### src/rtl/ip_access_sequencer_pkg.sv
// Shared types and helpers for the IP access sequencer.
// Holds the FSM state encoding and packed-bus slicing.
package ip_seq_pkg;

    typedef enum logic [1:0] {
        IDLE    = 2'd0,
        ISSUE   = 2'd1,
        CAPTURE = 2'd2,
        RESP    = 2'd3
    } state_t;

    localparam int NUM_REQ_DEF = 4;
    localparam int DATA_W_DEF  = 8;

    function automatic int slice_lo(input int idx, input int w);
        return idx * w;
    endfunction

endpackage

### src/rtl/ip_access_sequencer_if.sv
// Requester/response handshake bundle for the IP access sequencer.
// master = requester fabric side, slave = sequencer side.
interface ip_seq_if #(
    parameter int NUM_REQ = 4,
    parameter int DATA_W  = 8
);
    localparam int ID_W = $clog2(NUM_REQ);

    logic [NUM_REQ-1:0]        req_valid;
    logic [NUM_REQ-1:0]        req_ready;
    logic [NUM_REQ*DATA_W-1:0] req_data;
    logic [NUM_REQ*2-1:0]      req_sig;
    logic                      rsp_valid;
    logic                      rsp_ready;
    logic [ID_W-1:0]           rsp_id;
    logic                      rsp_bit;

    modport master (
        output req_valid, req_data, req_sig, rsp_ready,
        input  req_ready, rsp_valid, rsp_id, rsp_bit
    );

    modport slave (
        input  req_valid, req_data, req_sig, rsp_ready,
        output req_ready, rsp_valid, rsp_id, rsp_bit
    );

endinterface

### src/rtl/ip_access_sequencer_rr_arbiter.sv
// Combinational round-robin arbiter: first set request after last_grant.
// Grant is one-hot, index is its binary encoding; both zero when disabled.
module rr_arbiter #(
    parameter int NUM_REQ = 4,
    localparam int ID_W   = $clog2(NUM_REQ)
) (
    input  logic [NUM_REQ-1:0] req,
    input  logic [ID_W-1:0]    last_grant,
    input  logic               enable,
    output logic [NUM_REQ-1:0] grant,
    output logic [ID_W-1:0]    idx
);

    logic [ID_W-1:0] pos;
    logic            found;

    always_comb begin
        grant = '0;
        idx   = '0;
        found = 1'b0;
        pos   = '0;
        for (int k = 1; k <= NUM_REQ; k++) begin
            pos = ID_W'((int'(last_grant) + k) % NUM_REQ);
            if (enable && !found && req[pos]) begin
                grant[pos] = 1'b1;
                idx        = pos;
                found      = 1'b1;
            end
        end
    end

endmodule

### src/rtl/ip_access_sequencer.sv
// Shares one single-cycle IP datapath among NUM_REQ requesters,
// round-robin granting and returning each result tagged with its ID.
module ip_access_sequencer
    import ip_seq_pkg::*;
#(
    parameter int NUM_REQ = NUM_REQ_DEF,
    parameter int DATA_W  = DATA_W_DEF,
    localparam int ID_W   = $clog2(NUM_REQ)
) (
    input  logic              clk,
    input  logic              rst_n,
    ip_seq_if.slave           bus,
    output logic [DATA_W-1:0] ip_data_bus,
    output logic              ip_valid_signal,
    output logic              ip_signal1,
    output logic              ip_signal2,
    input  logic              ip_broken_output,
    output logic              busy
);

    state_t             state;
    logic [ID_W-1:0]    last_grant;
    logic [ID_W-1:0]    lat_id;
    logic [NUM_REQ-1:0] grant;
    logic [ID_W-1:0]    gidx;
    logic [DATA_W-1:0]  sel_data;
    logic [1:0]         sel_sig;

    // Gated by rst_n so req_ready is also zero while reset is held.
    rr_arbiter #(.NUM_REQ(NUM_REQ)) u_arb (
        .req        (bus.req_valid),
        .last_grant (last_grant),
        .enable     (rst_n && state == IDLE),
        .grant      (grant),
        .idx        (gidx)
    );

    assign bus.req_ready = grant;
    assign busy          = (state != IDLE);
    assign sel_data = bus.req_data[slice_lo(int'(gidx), DATA_W) +: DATA_W];
    assign sel_sig  = bus.req_sig[slice_lo(int'(gidx), 2) +: 2];

    always_ff @(posedge clk or negedge rst_n) begin
        if (!rst_n) begin
            state           <= IDLE;
            last_grant      <= ID_W'(NUM_REQ - 1);
            lat_id          <= '0;
            ip_data_bus     <= '0;
            ip_valid_signal <= 1'b0;
            ip_signal1      <= 1'b0;
            ip_signal2      <= 1'b0;
            bus.rsp_valid   <= 1'b0;
            bus.rsp_id      <= '0;
            bus.rsp_bit     <= 1'b0;
        end else begin
            case (state)
                IDLE: begin
                    if (|grant) begin
                        lat_id          <= gidx;
                        last_grant      <= gidx;
                        ip_data_bus     <= sel_data;
                        ip_valid_signal <= 1'b1;
                        ip_signal1      <= sel_sig[0];
                        ip_signal2      <= sel_sig[1];
                        state           <= ISSUE;
                    end
                end
                ISSUE: begin
                    ip_data_bus     <= '0;
                    ip_valid_signal <= 1'b0;
                    ip_signal1      <= 1'b0;
                    ip_signal2      <= 1'b0;
                    state           <= CAPTURE;
                end
                CAPTURE: begin
                    bus.rsp_bit   <= ip_broken_output;
                    bus.rsp_id    <= lat_id;
                    bus.rsp_valid <= 1'b1;
                    state         <= RESP;
                end
                RESP: begin
                    if (bus.rsp_ready) begin
                        bus.rsp_valid <= 1'b0;
                        state         <= IDLE;
                    end
                end
                default: begin
                    ip_data_bus     <= '0;
                    ip_valid_signal <= 1'b0;
                    ip_signal1      <= 1'b0;
                    ip_signal2      <= 1'b0;
                    bus.rsp_valid   <= 1'b0;
                    state           <= IDLE;
                end
            endcase
        end
    end

endmodule
### src/flat_wrapper.sv
// flat-port wrapper written by rule: the top's interface ports become plain ports
module ip_access_sequencer_flat import ip_seq_pkg::*;
#(
    parameter int NUM_REQ = NUM_REQ_DEF,
    parameter int DATA_W  = DATA_W_DEF,
    localparam int ID_W   = $clog2(NUM_REQ)
)
  (clk, rst_n, ip_data_bus, ip_valid_signal, ip_signal1, ip_signal2, ip_broken_output, busy, bus_req_valid, bus_req_data, bus_req_sig, bus_rsp_ready, bus_req_ready, bus_rsp_valid, bus_rsp_id, bus_rsp_bit);
  ip_seq_if #(.NUM_REQ(NUM_REQ), .DATA_W(DATA_W)) bus_i ();
  input  logic clk;
  input  logic rst_n;
  output logic [DATA_W-1:0] ip_data_bus;
  output logic ip_valid_signal;
  output logic ip_signal1;
  output logic ip_signal2;
  input  logic ip_broken_output;
  output logic busy;
  input wire logic [$bits(bus_i.req_valid)-1:0] bus_req_valid;
  input wire logic [$bits(bus_i.req_data)-1:0] bus_req_data;
  input wire logic [$bits(bus_i.req_sig)-1:0] bus_req_sig;
  input wire logic [$bits(bus_i.rsp_ready)-1:0] bus_rsp_ready;
  output wire logic [$bits(bus_i.req_ready)-1:0] bus_req_ready;
  output wire logic [$bits(bus_i.rsp_valid)-1:0] bus_rsp_valid;
  output wire logic [$bits(bus_i.rsp_id)-1:0] bus_rsp_id;
  output wire logic [$bits(bus_i.rsp_bit)-1:0] bus_rsp_bit;
  assign bus_i.req_valid = bus_req_valid;
  assign bus_i.req_data = bus_req_data;
  assign bus_i.req_sig = bus_req_sig;
  assign bus_i.rsp_ready = bus_rsp_ready;
  assign bus_req_ready = bus_i.req_ready;
  assign bus_rsp_valid = bus_i.rsp_valid;
  assign bus_rsp_id = bus_i.rsp_id;
  assign bus_rsp_bit = bus_i.rsp_bit;
  ip_access_sequencer #(.NUM_REQ(NUM_REQ), .DATA_W(DATA_W)) u_core (.clk(clk), .rst_n(rst_n), .bus(bus_i), .ip_data_bus(ip_data_bus), .ip_valid_signal(ip_valid_signal), .ip_signal1(ip_signal1), .ip_signal2(ip_signal2), .ip_broken_output(ip_broken_output), .busy(busy));
endmodule
### config.mk
export PLATFORM = sky130hd
export DESIGN_NAME = ip_access_sequencer_flat
export DESIGN_NICKNAME = d
export VERILOG_FILES = /design/src/rtl/ip_access_sequencer_pkg.sv /design/src/rtl/ip_access_sequencer_if.sv /design/src/rtl/ip_access_sequencer_rr_arbiter.sv /design/src/rtl/ip_access_sequencer.sv /design/src/flat_wrapper.sv
export SDC_FILE = /design/constraint.sdc
export NUM_CORES = 1
export LEC_CHECK = 0
export CAP_MARGIN = 20
export CORE_MARGIN = 2
export CORE_UTILIZATION = 49
export CTS_CLUSTER_SIZE = 28
export DETAILED_ROUTE_END_ITERATION = 8
export MAX_ROUTING_LAYER = met4
export PLACE_DENSITY = 0.84
export SYNTH_ARGS = -nofsm -noshare
export SYNTH_HDL_FRONTEND = slang
export SYNTH_SLANG_ARGS = --single-unit
### constraint.sdc
create_clock -name clk -period 6.84 [get_ports clk]
set_input_delay 1.026 -clock clk [delete_from_list [all_inputs] [get_ports clk]]
set_output_delay 1.026 -clock clk [all_outputs]
set_load 0.01 [all_outputs]
Yosys cells after proc, flatten, opt, wreduce, memory -nomap -nowiden
Cells that the tools add are included.

Muxes and demuxes: 40. Equality and inequality tests: 5. Add/sub/neg operators: 4. $mul: 0. Bitwise gates (word level): 3. Magnitude comparators: 8. Reduce and logical (&&, ||, !) cells: 24. Divide/modulo/power cells: 0. Shift-type cells: 2.

Operators by type and width (count): variable part select 32 x 6 -> 8 bit (1); 2-to-1 mux 4 bit (4); case mux 8 bit (2 select lines) (1); 2-to-1 mux 1 bit (15); logical AND 1 bit (12); < comparator 2 x 3 -> 1 bit (second input constant) (4); 2-to-1 mux 2 bit (6); bitwise OR 4 bit (3); binary-select mux 1 bit (select 2 bit) (4); demux 1 bit (select 2 bit) (4); >= comparator 2 x 1 -> 1 bit (second input constant) (4); 2-to-1 mux 8 bit (1); case mux 1 bit (2 select lines) (4); case mux 2 bit (4 select lines) (1); AND reduction 2 bit (4); variable part select 8 x 4 -> 2 bit (1); nonzero test 2 bit (3); adder 2 x 1 -> 2 bit (second input constant) (2); adder 2 bit (second input constant) (2); equality test 2 bit (second input constant) (2); inequality test 2 bit (second input constant) (2); OR reduction 4 bit (1); zero test 1 bit (3); equality test 2 x 1 -> 1 bit (second input constant) (1); zero test 2 bit (1).

Bits of input ports: 48. Flip-flop bits (word level): 21. Word-level logic and storage cells: 96. Output and inout port bits: 20. RAM bits: 0. ROM bits: 0. Memories: 0. Latch bits: 0.

Longest topological paths before layout
Word-level depth: 20. Gate-level depth with buffers: 14. Gate-level depth less buffers: 9.

By module
A second synthesis with hierarchy kept.

Cells, all modules: 121. Area, all modules: 1564.0 µm².

By module, submodules not included: ip_access_sequencer (area each 1117.3 µm², cells an instance 73, times used 1, seq. area each 528.0 µm²); rr_arbiter (area each 446.7 µm², cells an instance 48, times used 1, seq. area each 0.0 µm²).

Worst setup path before layout
OpenSTA, ideal clock, no wires.

Kind: register -> output. Start: register u_core.last_grant[0]. End: output port bus_req_ready[3]. Cell stages (with the launch flop): 10. Data arrival time: 2.420 ns. Path buffers: 3. Path slack: 3.394 ns. Data required time: 5.814 ns. Cell sequence: dfstp_2 buf_6 inv_1 ha_1 clkbuf_1 mux4_2 buf_6 nand3b_1 a221oi_1 o21bai_1.

Word-level cells in the longest chain between the ends: 17. Elaborated cells between the ends (all ways): 52. Those cells by class: 4 x add/sub; 8 x order compare; 23 x mux; 3 x bitwise; 14 x reduce/logical.

RTL lines: from (decl) (RTL line ip_access_sequencer.sv:22) `logic [ID_W-1:0] last_grant;`; from (signal assigned) (RTL line ip_access_sequencer.sv:46) `last_grant <= ID_W'(NUM_REQ - 1);`; from (signal assigned) (RTL line ip_access_sequencer.sv:60) `last_grant <= gidx;`; branches (longest 16 deep; another with < comparator 2 x 3 -> 1 bit); 2-to-1 mux 4 bit * (RTL line ip_access_sequencer_rr_arbiter.sv:24) `if (enable && !found && req[pos]) begin`; to (decl) (RTL line flat_wrapper.sv:22) `output wire logic [$bits(bus_i.req_ready)-1:0] bus_req_ready;`.

Every way passes the cells marked *. The select of a mux whose other input is x is not followed.

Worst setup path after layout
Start: input port bus_req_valid[0]. End: output port bus_req_ready[3].

Word-level cells in the longest chain between the ends: 16. Elaborated cells between the ends (all ways): 28. Those cells by class: 15 x mux; 3 x bitwise; 10 x reduce/logical.

RTL lines: from (decl) (RTL line flat_wrapper.sv:18) `input wire logic [$bits(bus_i.req_valid)-1:0] bus_req_valid;`; binary-select mux 1 bit (select 2 bit) (RTL line ip_access_sequencer_rr_arbiter.sv:24); 2-to-1 mux 1 bit (not written as such) (RTL line ip_access_sequencer_rr_arbiter.sv:24); logical AND 1 bit (RTL line ip_access_sequencer_rr_arbiter.sv:24); 2-to-1 mux 1 bit (RTL line ip_access_sequencer_rr_arbiter.sv:24); zero test 1 bit (RTL line ip_access_sequencer_rr_arbiter.sv:24); logical AND 1 bit (2 in a row) (RTL line ip_access_sequencer_rr_arbiter.sv:24); 2-to-1 mux 1 bit (RTL line ip_access_sequencer_rr_arbiter.sv:24); zero test 1 bit (RTL line ip_access_sequencer_rr_arbiter.sv:24); logical AND 1 bit (2 in a row) (RTL line ip_access_sequencer_rr_arbiter.sv:24); 2-to-1 mux 1 bit (RTL line ip_access_sequencer_rr_arbiter.sv:24); zero test 1 bit (RTL line ip_access_sequencer_rr_arbiter.sv:24); logical AND 1 bit (2 in a row) (RTL line ip_access_sequencer_rr_arbiter.sv:24); 2-to-1 mux 4 bit * (RTL line ip_access_sequencer_rr_arbiter.sv:24).

Every way passes the cells marked *; elsewhere a longest branch is shown, timed or not. The select of a mux whose other input is x is not followed.

==> reports/qor.yml <==
die:
  fp.dieH_microns: 66.5
  die_area_sq_um: 4430
  core_sq_um: 3720
  start_util_pct: 51.6
  dieWidth_microns: 66.5
  std_cell_rows: 22
  io-pin-count: 68
critical_path:
  crit_path_end_kind: "primary output"
  crit_chain: "clkdlybuf4s50_1, mux4_2, nand3b_1, a221oi_1, o21bai_1, clkdlybuf4s50_1"
  critPathArrivalTime_ps: 3430
  required_ps: 5810
  crit_type: "primary input to primary output"
  crit_top_cell: "clkdlybuf4s50_1"
  cpLargestDelayFamily: "buffers and inverters"
  slowest_delay_ps: 620
  path_max_fanout: 12
  critical_path.slowest_cell: "mux4_2"
  path_buf_inv: 2
  start_kind: "primary input"
synthesis:
  synth-seq-cells: 21
  synth_warnings: 0
  syn_nets: 261
  synth_cells: 200
  syn_area_sq_um: 1920
  ys_seq_area_share_pct: 27.5
  synth_edf_count: 0
  ys_types: 37
  synthArstFlopShare_pct: 100
  synth_ff_type: "dfrtp_1"
  avgSynthCellArea_sq_um: 9.58
final_layout:
  antenna_cells: 0
  fin_util_pct: 70.9
  num-fill-cells: 313
  drive_above_1_share_pct: 11.5
  nets: 324
  syn2layout_area_growth_pct: 37.5
clock_network:
  clock_sinks: 21
  cts.path.max_buffers: 2
  cts_setup_buffers: 0
  htreeDepth: 1
  cts_tree: "yes"
  cts_resized: 0
  cts_buffers: 3
  clock_latency_ps: 260
  cts-root-buf: "clkbuf_8"
  clkSlewWorstSetupHoldPaths_ps: 70
  hold_buffers: 0
timing:
  fin_crit_sh_pct: 65.2
  worstMarginPinSlew_ps: 963
  finalSetupTns_ps: 0
  maxSlewHeadroom_pct: 35.4
  finalHoldViolCount: 0
  drv_slew: 0
  setup-violations-final: 0
  fin_crit_ps: 4460
  rsz0062_at_grt: "no"
  skew_ps: 2.76
  max_freq_ghz: 0.224
route:
  wl_met2_microns: 2420
  wl_per_cell_microns: 15.4
  viasPerCell: 5.53
  postRouteWirelength_microns: 4770
  drt_pre_antenna_iters: 4
  wl_met1_microns: 2110
  drc: 0
  highest_layer: "met4"
  drtIter0Drc: 132
  wl_met3_microns: 184
  vias: 1713
  drtAntennaViolNets: 0
min_path:
  worstHoldPathType: "flip-flop to flip-flop"
global_routing:
  grt_use_total_pct: 23.1
  grt_pass1_wl_microns: 7660
  antenna_found_initial: 0
  grt_max_degree: 24
  overflow: 0
  first_global_vias: 1633
power_and_ir_drop:
  ir_worst_vdd_mv: 0.191
  power_density_nw_per_um2: 341
  power.leakage_nw: 1.01
placed_design:
  gp_congestion: 0.885
  io_buffers: 67
  dp_hpwl_microns: 3740
run_status:
  status: "finished, final reports clean"
flow_run:
  cap_violations: 0
==> cells in the final DEF, fill, tap and decap left out, drive strengths merged, types with 5 or more instances in the layout <==
master,netlist,final
a21oi,6,6
clkdlybuf4s50,0,67
dfrtp,19,19
ha,13,13
inv,18,18
mux2,6,6
mux2i,16,16
nand2,16,16
nand3b,5,5
nor2,7,7
nor2b,5,5
nor3b,9,9
o21a,10,10
o21ai,15,15
o221ai,9,9
==> worst paths after layout <==
check                           depth (start not counted)                                to  slack (ps)                             start
min in group asynchronous                               2       u_core.state[0]$_DFFE_PN0P_        1130                             rst_n
worst min register to register                          2      u_core.lat_id[0]$_DFFE_PN0P_         480      u_core.lat_id[0]$_DFFE_PN0P_
worst max register to register                          9     u_core.ip_signal1$_DFFE_PN0P_        2910  u_core.last_grant[0]$_DFFE_PN1P_
worst max-delay path                                    6                  bus_req_ready[3]        2380                  bus_req_valid[0]
max in group asynchronous                               2  u_core.last_grant[0]$_DFFE_PN1P_        5440                             rst_n
worst min-delay path                                    2      u_core.lat_id[0]$_DFFE_PN0P_         480      u_core.lat_id[0]$_DFFE_PN0P_
==> worst reg2reg max path, cell delays in order (launching register included) <==
cell	delay, ps
dfstp_2	710
inv_1	220
ha_1	470
mux4_2	450
nand3b_1	220
a2111oi_2	370
a211oi_1	130
a211oi_1	840
o21ai_0	300
o221ai_2	130
==> final cells by class <==
type                    instances  area, sq um  share of cell area [%]
inverters                      18         67.6                    2.56
flip-flops and latches         21          528                    20.0
repair buffers                 71          704                    26.7
multi-input cells             148         1230                    46.7
well taps                      48         60.1                    2.28
clock buffers                   4         45.0                    1.71
==> kinds of logic after synthesis <==
kind of cell	share of synthesized area, %
AND/OR/NAND/NOR	14.4
flip-flops	27.5
adder cells (fa/ha/maj)	8.49
buffers and inverters	8.22
AO/OA/AOI/OAI	24.7
multiplexers	16.6
==> cells in the mapped netlist (all sizes together) (3+ instances only) <==
cell    count  area, sq um
clkbuf      5         18.8
buf         8         71.3
o221ai      9          135
ha         13          163
nand3b      5         37.5
mux2i      16          160
inv        18         67.6
a211oi      4         30.0
a21oi       6         41.3
nor3b       9         67.6
nand2      16         60.1
dfrtp      19          475
mux4        4         90.1
o21ai      15         75.1
nor2b       5         31.3
a221oi      3         26.3
mux2        6         67.6
and2        3         18.8
nor2        7         26.3
o21a       10         75.1
==> power by group <==
group | internal (mW) | switching (mW) | total [mW]
combinational | 0.276 | 0.327 | 0.603
clock | 0.0415 | 0.0392 | 0.0807
sequential | 0.173 | 0.0417 | 0.214
==> state kept, by name, indices dropped and copies added (netlist names), 2 cells and up <==
name,count
u_core.last_grant,2
u_core.state,2
u_core.bus.rsp_id,2
u_core.lat_id,2
u_core.ip_data_bus,8
==> metrics by stage <==
step / hold slack [ps] / instance area, sq um / power (mW) / setup slack, ps / std cells
after global routing: 533 / 2640 / 0.974 / 2130 / 310
after CTS: 484 / 2630 / 0.895 / 2410 / 309
final: 480 / 2640 / 0.898 / 2380 / 310
after global placement: 459 / 2580 / 0.801 / 2470 / 305
after detailed placement: 468 / 2580 / 0.815 / 2410 / 305
after floorplan: 432 / 1920 / 0.662 / 3390 / 200
==> per-layer routing <==
| layer | global-route usage (%) | vias to the layer above |
|---|---|---|
| met4 | 5.36 | 0 |
| met1 | 29.3 | 807 |
| li1 | - | 853 |
| met3 | 2.87 | 4 |
| met5 | - | - |
| met2 | 39.4 | 49 |
Power figures use the tool's default switching activity.
